File: config.mk
export PLATFORM = sky130hd
export DESIGN_NAME = memory_cycle
export DESIGN_NICKNAME = d
export VERILOG_FILES = /design/src/rtl/memory_cycle.sv
export SDC_FILE = /design/constraint.sdc
export NUM_CORES = 1
export LEC_CHECK = 0
export CAP_MARGIN = 40
export CORE_AREA = 3 3 349 351
export DETAILED_ROUTE_END_ITERATION = 8
export DIE_AREA = 0 0 352 354
export SLEW_MARGIN = 25
export SYNTH_ARGS = -nofsm -noshare
export SYNTH_HDL_FRONTEND = slang
export SYNTH_SLANG_ARGS = --single-unit
File: constraint.sdc
create_clock -name clk -period 1.9 [get_ports clk]
set_input_delay 0.285 -clock clk [delete_from_list [all_inputs] [get_ports clk]]
set_output_delay 0.285 -clock clk [all_outputs]
set_load 0.02 [all_outputs]
File: src/rtl/memory_cycle.sv
// memory_cycle: M stage with req/ack data-memory handshake and M/W pipeline register.
// Optional MEM_MISALIGN_CHECK_EN turns misaligned memops into non-writing pass-throughs.
module memory_cycle #(
  parameter int DATA_W = 128,
  parameter int ADDR_W = 32
) (
  input  logic              clk,
  input  logic              rst,
  input  logic              ValidM,
  input  logic              RegWriteM,
  input  logic [1:0]        ResultSrcM,
  input  logic              MemWriteM,
  input  logic [4:0]        RdM,
  input  logic [31:0]       PCPlus4M,
  input  logic [DATA_W-1:0] ALU_ResultM,
  input  logic [DATA_W-1:0] WriteDataM,
  output logic              mem_req,
  output logic              mem_we,
  output logic [ADDR_W-1:0] mem_addr,
  output logic [DATA_W-1:0] mem_wdata,
  input  logic              mem_ack,
  input  logic [DATA_W-1:0] mem_rdata,
  output logic              StallM,
  output logic              MisalignM,
  output logic              ValidW,
  output logic              RegWriteW,
  output logic [1:0]        ResultSrcW,
  output logic [4:0]        RdW,
  output logic [31:0]       PCPlus4W,
  output logic [DATA_W-1:0] ALU_ResultW,
  output logic [DATA_W-1:0] ReadDataW
);
  typedef enum logic {IDLE, WAIT} state_t;
  state_t state;
  logic memOp, ackNow, misal, issue, wLoad;
  assign memOp = ValidM & (MemWriteM | ResultSrcM == 2'b01);
  assign ackNow = state == WAIT & mem_ack;
`ifdef MEM_MISALIGN_CHECK_EN
  assign misal = state == IDLE & memOp & |ALU_ResultM[3:0];
`else
  assign misal = 1'b0;
`endif
  assign issue = state == IDLE & memOp & !misal;
  assign StallM = memOp & !ackNow & !misal;
  // W captures the M fields on a plain pass-through or on the completing ack edge
  assign wLoad = state == IDLE ? !issue : mem_ack;
  always_ff @(posedge clk) begin
    if (rst) begin
      state       <= IDLE;
      mem_req     <= 1'b0;
      mem_we      <= 1'b0;
      mem_addr    <= '0;
      mem_wdata   <= '0;
      MisalignM   <= 1'b0;
      ValidW      <= 1'b0;
      RegWriteW   <= 1'b0;
      ResultSrcW  <= '0;
      RdW         <= '0;
      PCPlus4W    <= '0;
      ALU_ResultW <= '0;
      ReadDataW   <= '0;
    end else begin
      MisalignM <= misal;
      ValidW    <= wLoad & (ValidM | ackNow);
      RegWriteW <= wLoad & RegWriteM & !misal;
      if (wLoad) begin
        ResultSrcW  <= ResultSrcM;
        RdW         <= RdM;
        PCPlus4W    <= PCPlus4M;
        ALU_ResultW <= ALU_ResultM;
      end
      if (issue) begin
        state     <= WAIT;
        mem_req   <= 1'b1;
        mem_we    <= MemWriteM;
        mem_addr  <= ALU_ResultM[ADDR_W-1:0];
        mem_wdata <= WriteDataM;
      end else if (ackNow) begin
        state   <= IDLE;
        mem_req <= 1'b0;
        ReadDataW <= mem_we ? ReadDataW : mem_rdata;
      end
    end
  end
endmodule
* Word-level counts from Yosys, hierarchy flattened
Index checks and enable logic that the tools add are counted.
** Storage, ports and cells
- Register bits :: 459
- Input bits :: 429
- Output and inout bits :: 461
- Word-level logic and storage cells :: 30
** Cells by class
- Equal/unequal tests :: 1
- Muxes and demuxes :: 3
- Bitwise logic cells :: 11
- Reduce and logical (&&, ||, !) cells :: 4
** Operator list (count)
- bitwise AND 1 bit :: 6
- 2-to-1 mux 1 bit :: 3
- NOT 1 bit :: 3
- AND reduction 3 bit :: 1
- == test 2 x 1 -> 1 bit (second input constant) :: 1
- logical NOT 1 bit :: 2
- bitwise OR 1 bit :: 2
- nonzero test 2 bit :: 1

* Longest topological paths before layout
Gate-level depths: netlist of the first run.
- Depth in word-level cells :: 7
- Gate-level depth with buffers :: 6

* Worst setup path before layout of the first run
OpenSTA, ideal clock, no wires.
- Path type :: reg2reg
- Start :: register mem_req (netlist name)
- End :: register ALU_ResultW[10]
- Setup time :: 72 ps
- Data arrival time :: 1447 ps
- Path slack :: 381 ps
- Cell stages (with the launch flop) :: 5
- Path buffers :: 1
- Period minus slack after synthesis :: 1519 ps
- Cell sequence :: dfxtp_1 nor2_1 a211oi_2 buf_6 mux2i_1
** RTL lines
- to (signal assigned) :: RTL line 70 : ALU_ResultW <= ALU_ResultM;
- to (decl) :: RTL line 30 : output logic [DATA_W-1:0] ALU_ResultW,

* Final worst setup path of the first run
- Start :: register ReadDataW[40]
- End :: output ReadDataW[40]
** RTL lines
- from (decl) :: RTL line 31 : output logic [DATA_W-1:0] ReadDataW
- from (signal assigned) :: RTL line 81 : ReadDataW <= mem_we ? ReadDataW : mem_rdata;
No word-level cell between the ends.

==> run_results.csv, run 1 <==
group,metric,value,unit
power,power.leakage,13.9,nW
yosys,async_flop_share,0,
yosys,synth_cell_types,23,
worst_setup_path,cp_num_buf_inv,1,
worst_setup_path,cp-end-kind,"output port",
floorplan,boundaryPins,890,
worst_setup_path,critPathMaxStageDelay,0.60,ns
placed_design,post-dp-hpwl,69500,um
global_routing,grt_max_degree,83,
worst_setup_path,cp_data_required_time,1.62,ns
yosys,synth-main-ff-cell,"dfxtp_1",
route,drc_errors,0,
sta,rsz0062_at_grt,"false",
yosys,syn-num-nets,2394,
placed_design,postPlaceCellArea,30100,um^2
finish,mostFrequentLayoutCell,"nand2b_1",
yosys,yosys_warnings,0,
clocking,clock_path_buffers,3,
route,dr_wl_met3,7300,um
clocking,post_cts_buffers,0,
sta,period_minus_slack,1.82,ns
route,wl_met2,44200,um
floorplan,die_area,125000,um^2
yosys,synth-edff-count,0,
sta,fmax,551,MHz
worst_setup_path,crit_chain,"clkdlybuf4s50_1",
clocking,root_buffer,"clkbuf_16",
yosys,syn_area,18900,um^2
worst_setup_path,arrival,1.53,ns
worst_setup_path,start_kind,"flop",
clocking,cts_tree,"yes",
sta,fin_skew,0.0316,ns
finish,final_cell_area,31500,um^2
clocking,clk-insertion-delay-late,0.64,ns
power,p_per_area,856,nW/um^2
sta,setup_ws,0.0845,ns
global_routing,overflow,0,
sta,setup_viol,0,
sta,fin_crit_sh,0.956,
route,drtIter0Drc,719,
route,topRoutingLayerUsed,"met5",
finish,fin_nets,3285,
yosys,synth.avg_cell_area,9.60,um^2
floorplan,die_y,354,um
clocking,hold_buffers,0,
finish,mostFrequentLayoutCells,"nand2b_1 (625), dfxtp_1 (458), dlygate4sd2_1 (438)",
route,first_pass_iters,5,
min_path,hold_class,"input port to flop",
clocking,ctsHtreeMaxLevel,2,
sta,finalSetupTns,0,ns
power,internal-power,19.7,mW
sta,slew_violations,0,
global_routing,grt_pass1_vias,16965,
job,cap_violations,0,
worst_setup_path,slowest_stage,"clkdlybuf4s50_1",
route,final_antenna_net_count,0,
worst_setup_path,cp_max_fo,2,
power,share_comb_of_total_power,0.182,
floorplan,core_area,119000,um^2
finish,drive_above_1_share,0.0690,
power,p_sw,7.33,mW
sta,hold_ws,0.209,ns
worst_setup_path,critPathTopFamily,"buffers and inverters",
placed_design,place.gp.congestion,0.886,
clocking,cts_made_buffers,58,
finish,layoutNonFillerInstCount,4517,
route,via_per_inst,3.65,
clocking,clock_sinks,459,
placed_design,port-buffer-count,888,
yosys,synthCells,1965,
placed_design,dp_cells,4408,
yosys,synth-seq-area-share,0.487,
power,p_seq_frac,0.392,
global_routing,antenna_found_initial,15,
route,vias,16487,
route,m1WireLength,32300,um
clocking,cts.clk_slew.worst_paths,0.06,ns
run_status,status,"finished, final reports clean",
floorplan,rows,127,
worst_setup_path,critical_path_class,"flop to output port",
route,totalWireLength,85900,um
power,peakVddDrop,0.000614,V
power,switching_share,0.271,
global_routing,grt_pass1_wl,122000,um
global_routing,track_usage,0.132,
route,wl_per_cell,19.0,um
placed_design,place_ws,-0.287,ns
yosys,synth-seq-cells,459,
sta,hold_violations,0,
finish,area_growth_syn_to_layout,67.3,%
power,clkPwrFrac,0.426,
floorplan,fp.dieW,352,um
floorplan,initial_core_util,0.158,
## metrics by stage
stage	util	total power [mW]
floorplan	-	13.1
global placement	0.252	16.2
detailed placement	0.252	16.2
CTS	0.264	27.6
global route	0.264	28.2
finish	0.264	27.0
## flip-flops by register name (all words and copies together), names as in the netlist, 2 cells and up
name and cells:
ALU_ResultW 128, ReadDataW 128, mem_wdata 128, PCPlus4W 32, mem_addr 32, RdW 5, ResultSrcW 2
## cells in the mapped netlist (all sizes together), types with 2 or more instances
cell    count  area [um^2]
a21oi     130          651
buf        55          405
clkbuf     94          353
dfxtp     459         9190
mux2i     327         3270
nand2     257          965
nand2b    625         3910
nor2        4         15.0
o21ai       2         10.0
or3         2         12.5
## timing repair
item	CTS	global route
endpoints found under the setup margin	442	8
pin swaps	0	0
resized for setup	452	8
hold endpoints to repair	0	0
## area by class of cell
cell class              instances  area, um^2
fillers                     12882       87800
multi-input cells            1356        8940
inverters                       1        3.75
repair buffers                980        9410
clock buffers                  83        1670
clock inverters                20         299
diodes                          6        15.0
flip-flops and latches        459        9190
well taps                    1612        2020
## metal layers
| layer | global-route usage | vias to the layer above |
|---|---|---|
| met5 | 0 | - |
| met4 | 0.0359 | 4 |
| met3 | 0.0503 | 105 |
| met2 | 0.244 | 570 |
| met1 | 0.138 | 7689 |
| li1 | - | 8119 |
## power groups by stage
stage / registers, mW / clock network, mW / logic, mW
after floorplan: 11.5 / 0 / 1.63
after global placement: 10.8 / 0 / 5.40
after detailed placement: 10.8 / 0 / 5.41
after CTS: 10.6 / 12.0 / 5.02
after global routing: 10.7 / 12.3 / 5.26
final: 10.6 / 11.5 / 4.92
## worst paths after layout
kind | start | to | slack [ns] | cells past startpoint
worst max-delay path | ReadDataW[40]$_SDFFE_PP0P_ | ReadDataW[40] | 0.08 | 1
worst min-delay path | mem_rdata[77] | ReadDataW[77]$_SDFFE_PP0P_ | 0.21 | 3
worst max register to register | mem_req$_SDFFE_PP0P_ | ALU_ResultW[85]$_SDFFE_PP0P_ | 0.31 | 5
worst min register to register | ReadDataW[60]$_SDFFE_PP0P_ | ReadDataW[60]$_SDFFE_PP0P_ | 0.45 | 2
## logic make-up after synthesis
group / count (synthesis) / synth area share
AO/OA/AOI/OAI: 135 / 0.0366
buffers and inverters: 150 / 0.0404
flip-flops: 459 / 0.487
multiplexers: 327 / 0.174
other: 1 / 0.000199
AND/OR/NAND/NOR: 893 / 0.262
Power figures use the tool's default switching activity.
==> run 2, diff against run 1 <==
--- a/config.mk
+++ b/config.mk
@@ -6,9 +6,9 @@
 export NUM_CORES = 1
 export LEC_CHECK = 0
 export CAP_MARGIN = 40
-export CORE_AREA = 3 3 349 351
+export CORE_AREA = 2 2 348 350
 export DETAILED_ROUTE_END_ITERATION = 8
-export DIE_AREA = 0 0 352 354
+export DIE_AREA = 0 0 350 352
 export SLEW_MARGIN = 25
 export SYNTH_ARGS = -nofsm -noshare
 export SYNTH_HDL_FRONTEND = slang
==> run 2 against run 1 <==
Net effect: count of clock-buffer cells in the layout is 5 higher; highest routed layer unchanged; critical endpoint is now mem_addr[27]; critical path type unchanged; hold slack gained 0.0060 ns; clock power shrank 6%; sequential power hardly changed.
==> run_results.csv, run 2 (synthesized netlist as in run 1, its figures left out) <==
group,metric,value,unit
worst_setup_path,cp_num_cells,1,
route,totalWireLength,84900,um
finish,reg_top3,"ALU_ResultW: 128 flops, ReadDataW: 128 flops, mem_wdata: 128 flops",
floorplan,rows,127,
worst_setup_path,critPathTopFamily,"buffers and inverters",
placed_design,postPlaceCellArea,30200,um^2
route,first_pass_iters,5,
clocking,clock_sinks,459,
finish,layoutNonFillerInstCount,4519,
floorplan,initial_core_util,0.158,
worst_setup_path,crit_chain,"clkdlybuf4s50_1",
worst_setup_path,critPathLaunch,"mem_addr[27]$_SDFFE_PP0P_",
global_routing,grt_pass1_wl,120000,um
clocking,ctsHtreeMaxLevel,2,
placed_design,port-buffer-count,888,
placed_design,dp_cells,4413,
placed_design,post-dp-hpwl,69000,um
job,cap_violations,0,
worst_setup_path,reg2reg_slack,0.32,ns
clocking,cts_made_buffers,55,
worst_setup_path,worst_r2r_path_depth,5,
clocking,post_cts_buffers,0,
placed_design,place.gp.congestion,0.843,
worst_setup_path,cp_num_buf_inv,1,
clocking,cts_tree,"yes",
power,peakVddDrop,0.000587,V
floorplan,die_area,123000,um^2
clocking,cts.clk_slew.worst_paths,0.06,ns
worst_setup_path,critPathMaxStageDelay,0.60,ns
floorplan,die_y,352,um
finish,mostFrequentLayoutCell,"nand2b_1",
worst_setup_path,cp_max_fo,2,
route,via_per_inst,3.66,
route,drc_errors,0,
clocking,clock_path_buffers,3,
finish,mostFrequentLayoutCells,"nand2b_1 (625), dfxtp_1 (458), clkdlybuf4s50_1 (434)",
min_path,hold_class,"input port to flop",
route,drtIter0Drc,838,
sta,fin_crit_sh,0.960,
floorplan,core_area,119000,um^2
global_routing,track_usage,0.132,
finish,fin_nets,3286,
worst_setup_path,r2r_start,"mem_req$_SDFFE_PP0P_",
worst_setup_path,cp_data_required_time,1.62,ns
route,vias,16541,
clocking,clk-insertion-delay-late,0.62,ns
sta,period_minus_slack,1.82,ns
power,power.leakage,14.0,nW
min_path,worst_hold_startpoint,"mem_rdata[108]",
floorplan,boundaryPins,890,
global_routing,antenna_found_initial,20,
route,final_antenna_net_count,0,
run_status,status,"finished, final reports clean",
global_routing,grt_pass1_vias,16846,
sta,hold_violations,0,
finish,post-route-util,0.264,
global_routing,grt_max_degree,103,
finish,n_fill_cell,12879,
clocking,root_buffer,"clkbuf_16",
finish,drive_above_1_share,0.0679,
sta,fmax,548,MHz
sta,rsz0062_at_grt,"false",
worst_setup_path,start_kind,"flop",
sta,fin_skew,0.0178,ns
finish,area_growth_syn_to_layout,67.1,%
worst_setup_path,cp-end-kind,"output port",
global_routing,overflow,0,
sta,slew_violations,0,
finish,final_cell_area,31500,um^2
worst_setup_path,r2r-end,"ALU_ResultW[123]$_SDFFE_PP0P_",
worst_setup_path,arrival,1.54,ns
worst_setup_path,slowest_stage,"clkdlybuf4s50_1",
power,p_per_area,834,nW/um^2
floorplan,fp.dieW,350,um
route,wl_per_cell,18.8,um
worst_setup_path,setup.worst_path.end,"mem_addr[27]",
sta,setup_viol,0,
worst_setup_path,critical_path_class,"flop to output port",
power,finalPower,26.3,mW
-- run 2: cell types whose count changed in the layout (fill, tap and decap cells not counted), sizes merged --
cell           previous run  this run
buf                     101       104
bufinv                    7         3
clkdlybuf4s15             3         1
clkinv                    9         8
clkdlybuf4s50           430       434
diode                     6         5
dlymetal6s2s              8        17
inv                       3         2
clkbuf                   83        88
dlygate4sd2             438       428
-- run 2: area by class of cell --
type / count / area [um^2] / area share
Timing Repair Buffer: 984 / 9510 / 0.302
Sequential cell: 459 / 9190 / 0.292
Multi-Input combinational cell: 1356 / 8950 / 0.284
Tap cell: 1612 / 2020 / 0.0640
Clock buffer: 88 / 1660 / 0.0527
Clock inverter: 14 / 165 / 0.00524
Antenna cell: 5 / 12.5 / 0.000397
Inverter: 1 / 3.75 / 0.000119
-- run 2: how the worst min path moves through the flow --
stage / cells after the start / endpoint / slack (ns)
6_report: 3 / ReadDataW[108]$_SDFFE_PP0P_ / 0.22
5_1_grt: 3 / ReadDataW[53]$_SDFFE_PP0P_ / 0.18
4_1_cts: 3 / ReadDataW[108]$_SDFFE_PP0P_ / 0.14
3_5_place_dp: 2 / ReadDataW[30]$_SDFFE_PP0P_ / 0.45
3_3_place_gp: 2 / ReadDataW[36]$_SDFFE_PP0P_ / 0.44
2_1_floorplan: 2 / ReadDataW[0]$_SDFFE_PP0P_ / 0.42
-- run 2: power breakdown --
part	total, mW	internal (mW)	switching (mW)	leakage, nW
logic	4.91	2.44	2.47	9.32
registers	10.6	10.3	0.341	3.76
clock network	10.8	6.37	4.39	0.894
total	26.3	19.1	7.21	14.0
-- run 2: through the flow --
stage	TNS [ns]	setup WS [ns]	hold WS [ns]
3_5_place_dp	-25.03	-0.184	0.446
4_1_cts	0	0.000160	0.143
5_1_grt	0	0.0000856	0.177
3_3_place_gp	-25.47	-0.144	0.442
2_1_floorplan	0	0.381	0.421
6_report	0	0.0758	0.216
-- run 2: metal layers --
metal	wire length, um	track usage
met5	33	0
met4	2350	0.0401
met3	7300	0.0462
met2	43800	0.245
met1	31300	0.137
-- run 2: repair_timing --
item,4_1_cts,5_1_grt
gates resized for setup,435,17
hold endpoints to repair,0,0
pin swaps,1,0
setup endpoints to repair,430,17
hold buffers,0,0
